$ cat config.mk
export PLATFORM = sky130hd
export DESIGN_NAME = adler32_checksum
export DESIGN_NICKNAME = d
export VERILOG_FILES = /design/src/rtl/adler32_checksum.sv
export SDC_FILE = /design/constraint.sdc
export NUM_CORES = 1
export LEC_CHECK = 0
export CORE_MARGIN = 5
export CORE_UTILIZATION = 26
export DETAILED_ROUTE_END_ITERATION = 16
export HOLD_SLACK_MARGIN = 0.06
export PLACE_DENSITY = 0.5
export SETUP_SLACK_MARGIN = 0.05
export SYNTH_ARGS = -nofsm -noshare
export SYNTH_HDL_FRONTEND = slang
export SYNTH_SLANG_ARGS = --single-unit
$ cat constraint.sdc
create_clock -name clock -period 12.4 [get_ports clock]
set_clock_uncertainty 0.05 [all_clocks]
set_input_delay 1.86 -clock clock [delete_from_list [all_inputs] [get_ports clock]]
set_output_delay 1.86 -clock clock [all_outputs]
set_load 0.02 [all_outputs]
$ cat src/rtl/adler32_checksum.sv
// Streaming Adler-32 (RFC 1950) engine: a size strobe, then size contiguous bytes, then a
// one-cycle checksum strobe. fsm_state exposes the controller state for observation.
module adler32_checksum (
   input  logic        clock,
   input  logic        rst_n,
   input  logic        size_valid,
   input  logic [31:0] size,
   input  logic        data_start,
   input  logic [7:0]  data,
   output logic        checksum_valid,
   output logic [31:0] checksum,
   output logic [1:0]  fsm_state
);

   // Strobe protocol: size_valid is honoured only in IDLE; data_start only in IDLE (same cycle
   // as size_valid) or WAIT; once the first byte is taken, data is sampled every cycle with no
   // qualifier until the count reaches zero; checksum_valid is high for exactly one cycle.

   localparam logic [16:0] MOD = 17'd65521;

   typedef enum logic [1:0] {
      IDLE = 2'd0,
      WAIT = 2'd1,
      DATA = 2'd2,
      DONE = 2'd3
   } state_t;

   state_t      state, state_d;
   logic [15:0] a, b;
   logic [31:0] remaining;
   logic        load, consume;

   logic [15:0] op_a, op_b, a_new, b_new, a_fin, b_fin;
   logic [16:0] a_sum, b_sum;
   logic [31:0] cnt_src;

   assign fsm_state = state;

   // A fresh message starts from A=1, B=0 even when its first byte arrives with size_valid.
   assign op_a    = load ? 16'd1 : a;
   assign op_b    = load ? 16'd0 : b;
   assign cnt_src = load ? size : remaining;

   assign a_sum = {1'b0, op_a} + {9'd0, data};
   assign a_new = (a_sum >= MOD) ? 16'(a_sum - MOD) : a_sum[15:0];
   assign b_sum = {1'b0, op_b} + {1'b0, a_new};
   assign b_new = (b_sum >= MOD) ? 16'(b_sum - MOD) : b_sum[15:0];

   assign a_fin = consume ? a_new : op_a;
   assign b_fin = consume ? b_new : op_b;

   always_comb begin
      state_d = state;
      load    = 1'b0;
      consume = 1'b0;
      case (state)
         IDLE: begin
            if (size_valid) begin
               load = 1'b1;
               if (size == 32'd0) begin
                  state_d = DONE;
               end else if (data_start) begin
                  consume = 1'b1;
                  state_d = (size == 32'd1) ? DONE : DATA;
               end else begin
                  state_d = WAIT;
               end
            end
         end
         WAIT: begin
            if (data_start) begin
               consume = 1'b1;
               state_d = (remaining == 32'd1) ? DONE : DATA;
            end
         end
         DATA: begin
            consume = 1'b1;
            state_d = (remaining == 32'd1) ? DONE : DATA;
         end
         DONE: state_d = IDLE;
         default: state_d = IDLE;
      endcase
   end

   always_ff @(posedge clock or negedge rst_n) begin
      if (!rst_n) begin
         state <= IDLE;
      end else begin
         state <= state_d;
      end
   end

   always_ff @(posedge clock or negedge rst_n) begin
      if (!rst_n) begin
         a              <= 16'd1;
         b              <= 16'd0;
         remaining      <= 32'd0;
         checksum_valid <= 1'b0;
         checksum       <= 32'd0;
      end else begin
         if (load || consume) begin
            a         <= a_fin;
            b         <= b_fin;
            remaining <= consume ? cnt_src - 32'd1 : cnt_src;
         end else if (state == DONE) begin
            a <= 16'd1;
            b <= 16'd0;
         end
         // Result is captured on entry to DONE so it is stable for the whole strobe cycle.
         checksum_valid <= (state_d == DONE) && (state != DONE);
         if ((state_d == DONE) && (state != DONE)) begin
            checksum <= {b_fin, a_fin};
         end
      end
   end

endmodule

# --- After elaboration in Yosys (flattened, before gate mapping) ---
# Cells that the tools add are included.
totals:
  regBits: 99
  in_bits: 44
  out_inout_bits: 35
  wordCells: 50
op_classes:
  n_addsub: 5
  n_lt_le_gt_ge: 2
  eq_ne: 7
  n_mux: 25
  n_reduce_logical: 5
ops:
  columns: ["op", "count"]
  rows:
  - ["$mux 16", 10]
  - ["$eq 32x1->1 const B", 2]
  - ["$mux 32", 2]
  - ["$ge 17x16->1 const B", 2]
  - ["$logic_not 32->1", 1]
  - ["$sub 16x16->16 const B", 2]
  - ["$sub 32x1->32 const B", 1]
  - ["$add 16x16->17", 1]
  - ["$add 16x8->17", 1]
  - ["$mux 2", 4]
  - ["$pmux 2 s4", 1]
  - ["$mux 1", 7]
  - ["$eq 2x2->1 const B", 3]
  - ["$pmux 1 s3", 1]
  - ["$eq 2x1->1 const B", 1]
  - ["$logic_not 2->1", 1]
  - ["$ne 2x2->1 const B", 1]
  - ["$reduce_bool 2->1", 1]
  - ["$logic_and 1x1->1", 1]
  - ["$logic_or 1x1->1", 1]

# --- Longest topological paths before layout ---
depth:
  depth_word: 11
  mapped_depth: 35
  depth_no_buf: 25

# --- Worst setup path before layout ---
# No wires, ideal clock.
synth_timing:
  kind: "input to register"
  startpoint: "input size_valid"
  endpoint: "register checksum[24]"
  setup_ns: 0.069
  arrival_time_ns: 9.696
  required_ns: 12.281
  slack_ns: 2.586
  stages: 32
  n_path_buf: 8
  cell_sequence: "or3b_1 -> buf_6 -> clkbuf_1 -> clkbuf_1 -> clkbuf_1 -> clkbuf_1 -> buf_1 -> nand2_1 -> ha_1 -> inv_1 -> fa_1 -> nand2b_1 -> a211o_1 -> a211oi_2 -> o311a_4 -> nor2_1 -> or4b_4 -> buf_6 -> o31ai_4 -> mux2i_1 -> inv_1 -> fa_1 -> nand3b_1 -> a31oi_1 -> o2111a_1 -> o21ai_0 -> nor4_1 -> nor4b_2 -> a21oi_1 -> clkbuf_1 -> or4_1 -> nand3_1"
synth_between:
  elab_chain_cells: 10
  elab_cells_between_ends: 19
  cone_classes: "add/sub (4); order compare (2); eq/ne (1); mux (11); reduce/logical (1)"
synth_rtl:
  columns: ["element", "line", "text"]
  rows:
  - ["from (decl)", "6", "input logic size_valid,"]
  - ["$mux 1", "58", "if (size_valid) begin"]
  - ["$mux 1", "56", "case (state)"]
  - ["$mux 16", "40", "assign op_a = load ? 16'd1 : a;"]
  - ["$add 16x8->17", "44", "assign a_sum = {1'b0, op_a} + {9'd0, data};"]
  - ["$sub 16x16->16 or $ge 17x16->1 (tied branches)", "45", "assign a_new = (a_sum >= MOD) ? 16'(a_sum - MOD) : a_sum[15:0];"]
  - ["$mux 16", "45", null]
  - ["$add 16x16->17", "46", "assign b_sum = {1'b0, op_b} + {1'b0, a_new};"]
  - ["$sub 16x16->16 or $ge 17x16->1 (tied branches)", "47", "assign b_new = (b_sum >= MOD) ? 16'(b_sum - MOD) : b_sum[15:0];"]
  - ["$mux 16", "47", null]
  - ["$mux 16", "50", "assign b_fin = consume ? b_new : op_b;"]
  - ["to (signal assigned)", "112", "checksum <= {b_fin, a_fin};"]
  - ["to (decl)", "11", "output logic [31:0] checksum,"]
# Parallel ways exist; a longest one is shown, timed or not.
# A chain may end at the register's enable or synchronous reset.

# --- Worst setup path in the final report ---
layout_timing:
  startpoint: "input size_valid"
  endpoint: "register checksum[28]"
# The elaborated chain is that of the path after synthesis.

==> run_results.csv <==
group,metric,value,unit
yosys,async_flop_share,100,%
power_and_ir_drop,p_seq_share,21.7,%
die,start_util,26.2,%
power_and_ir_drop,pwr-share-clk,12.3,%
worst_hold_path,hold_path.startpoint,"a[2]$_DFFE_PN0P_",
yosys,ys.flop_type,"dfrtp_1",
setup_path,r2r_end,"checksum[28]$_DFFE_PN0P_",
setup_path,end_kind,"register",
setup_path,crit_start,"size_valid",
finish,insertedDiodeCount,0,
setup_path,crit_type,"input port to register",
power_and_ir_drop,p_int,1.22,mW
global_route,grt_usage,14.4,%
setup_path,cp_data_arrival_time,10.89,ns
cts,cts_resized,0,
power_and_ir_drop,p_sw_share,51.4,%
cts,root_buffer,"clkbuf_16",
cts,clk_latency,0.37,ns
yosys,syn_area,7960,um^2
finish,area_growth,18.4,%
cts,cts_hold_buffers,0,
power_and_ir_drop,power.total,2.50,mW
die,core,30400,um^2
sta,report.final.slew_viol_count,0,
power_and_ir_drop,share_comb_of_total_power,66.0,%
routing,drc,0,
routing,dr.pass1.iters,6,
sta,fin_crit_sh,86.1,%
routing,via_per_inst,5.23,
cts,post_cts_buffers,0,
die,die_h,185,um
cts,ctsHtreeMaxLevel,3,
die,die_width,185,um
sta,slew_headroom,19.2,%
worst_hold_path,hp-class,"register to register",
placement,port_buffers,78,
status,outcome,"completed",
setup_path,r2r_slack,3.21,ns
routing,drt-total-wl,24500,um
cts,cts_buffers,9,
global_route,grt_pass1_wl,39500,um
sta,finalHoldViolCount,0,
placement,dp_hpwl,18000,um
sta,rsz0062_at_grt,"false",
finish,drive_above_1_share,5.73,%
yosys,yosysSeqAreaShare,31.1,%
global_route,grt-ovfl-total,0,
global_route,antenna_found_initial,0,
yosys,synth_area_leaders,"dfrtp_1 (31%), nand2_1 (5.2%), xnor2_1 (4.9%), ha_1 (4.6%), nor2_1 (3.3%)",
yosys,yosysTopAreaCell,"dfrtp_1",
cts,clockBufferDepth,2,
power_and_ir_drop,switching_power,1.28,mW
setup_path,critPathCapture,"checksum[28]$_DFFE_PN0P_",
yosys,ys_seq_elements,99,
yosys,netlist_instances,959,
yosys,syn_nets,1034,
global_route,grt_pass1_vias,7161,
global_route,grt_max_degree,66,
yosys,yosysWarnings,0,
routing,drtIter0Drc,438,
sta,clock.fmax,93.7,MHz
power_and_ir_drop,p_leak,3.73,nW
setup_path,critPathMaxFanout,31,
yosys,synth.avg_cell_area,8.30,um^2
sta,hold_slack,0.428,ns
setup_path,cp-start-kind,"input port",
yosys,synth_top_area_share,30.8,%
yosys,ys_types,78,
power_and_ir_drop,irDropWorstVdd,0.116,mV
cts,cts_tree,"yes",
sta,setup_tns,0,ns
cts,cts_sinks,99,
yosys,synth_edf_count,0,
routing,vias,7368,
die,design.die.area,34200,um^2
sta,setup_viol,0,
routing,routedWlPerCell,17.4,um
die,ioPinCount,79,
finish,nets,1083,
sta,finalCriticalPeriod,10.67,ns
power_and_ir_drop,power_density,265,nW/um^2
die,rows,64,
routing,ant_nets,0,
run,drv_cap,0,
setup_path,crit_required,12.62,ns
setup_path,r2r_cells,23,
sta,worst_pin_slew,1.21,ns
placement,place_congestion,0.858,
cts,clk_pin_slew,0.09,ns
setup_path,r2r_start,"fsm_state[1]$_DFF_PN0_",
[through the flow]
stage | setup slack [ns] | utilization, % | instance area [um^2] | cells
2_1_floorplan | 2.59 | - | 7960 | 959
3_3_place_gp | 1.82 | 30.0 | 9120 | 1393
3_5_place_dp | 1.51 | 30.0 | 9120 | 1393
4_1_cts | 1.90 | 31.0 | 9430 | 1409
5_1_grt | 0.976 | 31.0 | 9430 | 1409
6_report | 1.73 | 31.0 | 9430 | 1409
[registers in the layout, indices dropped and copies added, names as in the netlist]
signal          flops
a                  16
b                  16
checksum           32
checksum_valid      1
fsm_state           2
remaining          32
[critical path: stages]
cell	delay, ns
clkdlybuf4s50_1	0.57
or3b_2	0.76
and2_1	0.29
ha_1	0.27
a21oi_1	0.14
o21ai_1	0.16
a211oi_1	0.67
o41ai_1	0.15
a31oi_1	0.49
o2111ai_1	0.49
o31ai_4	0.57
xnor2_1	0.26
ha_1	0.25
inv_1	0.06
fa_1	0.42
nand3b_1	0.23
a31oi_1	0.29
o2111a_1	0.35
o21ai_0	0.21
nor4_1	0.62
nor4b_2	0.62
a21oi_2	0.43
or3_1	0.47
a32o_1	0.24
[cells in the mapped netlist, types with 7 or more instances]
master / instances
o21ai_0: 47
xor2_1: 29
nand3_1: 33
and2_1: 35
nand2b_1: 17
a211oi_1: 14
a22o_1: 10
nand4_1: 13
mux2i_1: 22
and3_1: 16
a21oi_1: 37
nor3_1: 49
o211ai_1: 10
o2111ai_1: 9
o21a_1: 9
xnor2_1: 45
a32o_1: 7
clkbuf_1: 41
inv_1: 26
a21o_1: 14
dfrtp_1: 98
o31ai_1: 9
or4_1: 10
or2_2: 7
nor4_1: 16
or3_1: 11
a221o_1: 11
nand2_1: 111
nor2_1: 71
ha_1: 29
[layout by cell type (no fill, tap or decap), drive strengths merged, types with 11 or more instances in the layout]
cell type	synthesis	final
a211oi	15	15
a21o	14	14
a21oi	37	37
a221o	11	11
and2	36	36
and3	16	16
buf	10	12
clkdlybuf4s50	0	77
dfrtp	98	98
ha	29	29
inv	26	29
mux2i	22	22
nand2	111	111
nand2b	17	17
nand3	33	33
nand4	13	13
nor2	71	71
nor3	49	49
nor4	16	16
o21ai	48	48
or3	11	11
xnor2	45	45
xor2	29	29
[worst min path at each step]
stage                             to  slack, ns  depth (start not counted)
floorplan           b[9]$_DFFE_PN0P_       0.39                          2
global placement    a[2]$_DFFE_PN0P_       0.40                          1
detailed placement  a[2]$_DFFE_PN0P_       0.41                          1
CTS                 a[2]$_DFFE_PN0P_       0.43                          1
global route        a[2]$_DFFE_PN0P_       0.45                          1
finish              a[2]$_DFFE_PN0P_       0.43                          1
[cell type report]
class	instances	area, um^2
Sequential cell	99	2480
Inverter	26	97.6
Fill cell	3302	21000
Multi-Input combinational cell	783	5190
Tap cell	396	495
Timing Repair Buffer	89	861
Clock buffer	9	225
Clock inverter	7	83.8
[routing by layer]
layer	track usage, %	up-vias	part of all wire, %
li1	-	3633	-
met4	3.46	0	1.3
met3	1.79	22	2.7
met1	20.2	3579	49
met5	0	-	0
met2	23.6	134	47
[power groups by stage]
stage / logic [mW] / clock network [mW] / registers (mW)
floorplan: 1.17 / 0 / 0.542
global placement: 1.63 / 0 / 0.552
detailed placement: 1.64 / 0 / 0.549
CTS: 1.65 / 0.316 / 0.544
global route: 1.84 / 0.328 / 0.562
finish: 1.65 / 0.307 / 0.543
[kinds of logic after synthesis]
| group | Yosys count | share of synthesized area [%] |
|---|---|---|
| AND/OR/NAND/NOR | 416 | 26.6 |
| AO/OA/AOI/OAI | 235 | 21.7 |
| flip-flops | 99 | 31.1 |
| buffers and inverters | 77 | 3.93 |
| XOR/XNOR | 74 | 8.14 |
| adder cells (fa/ha/maj) | 31 | 5.06 |
| multiplexers | 27 | 3.47 |
Power figures use the tool's default switching activity.
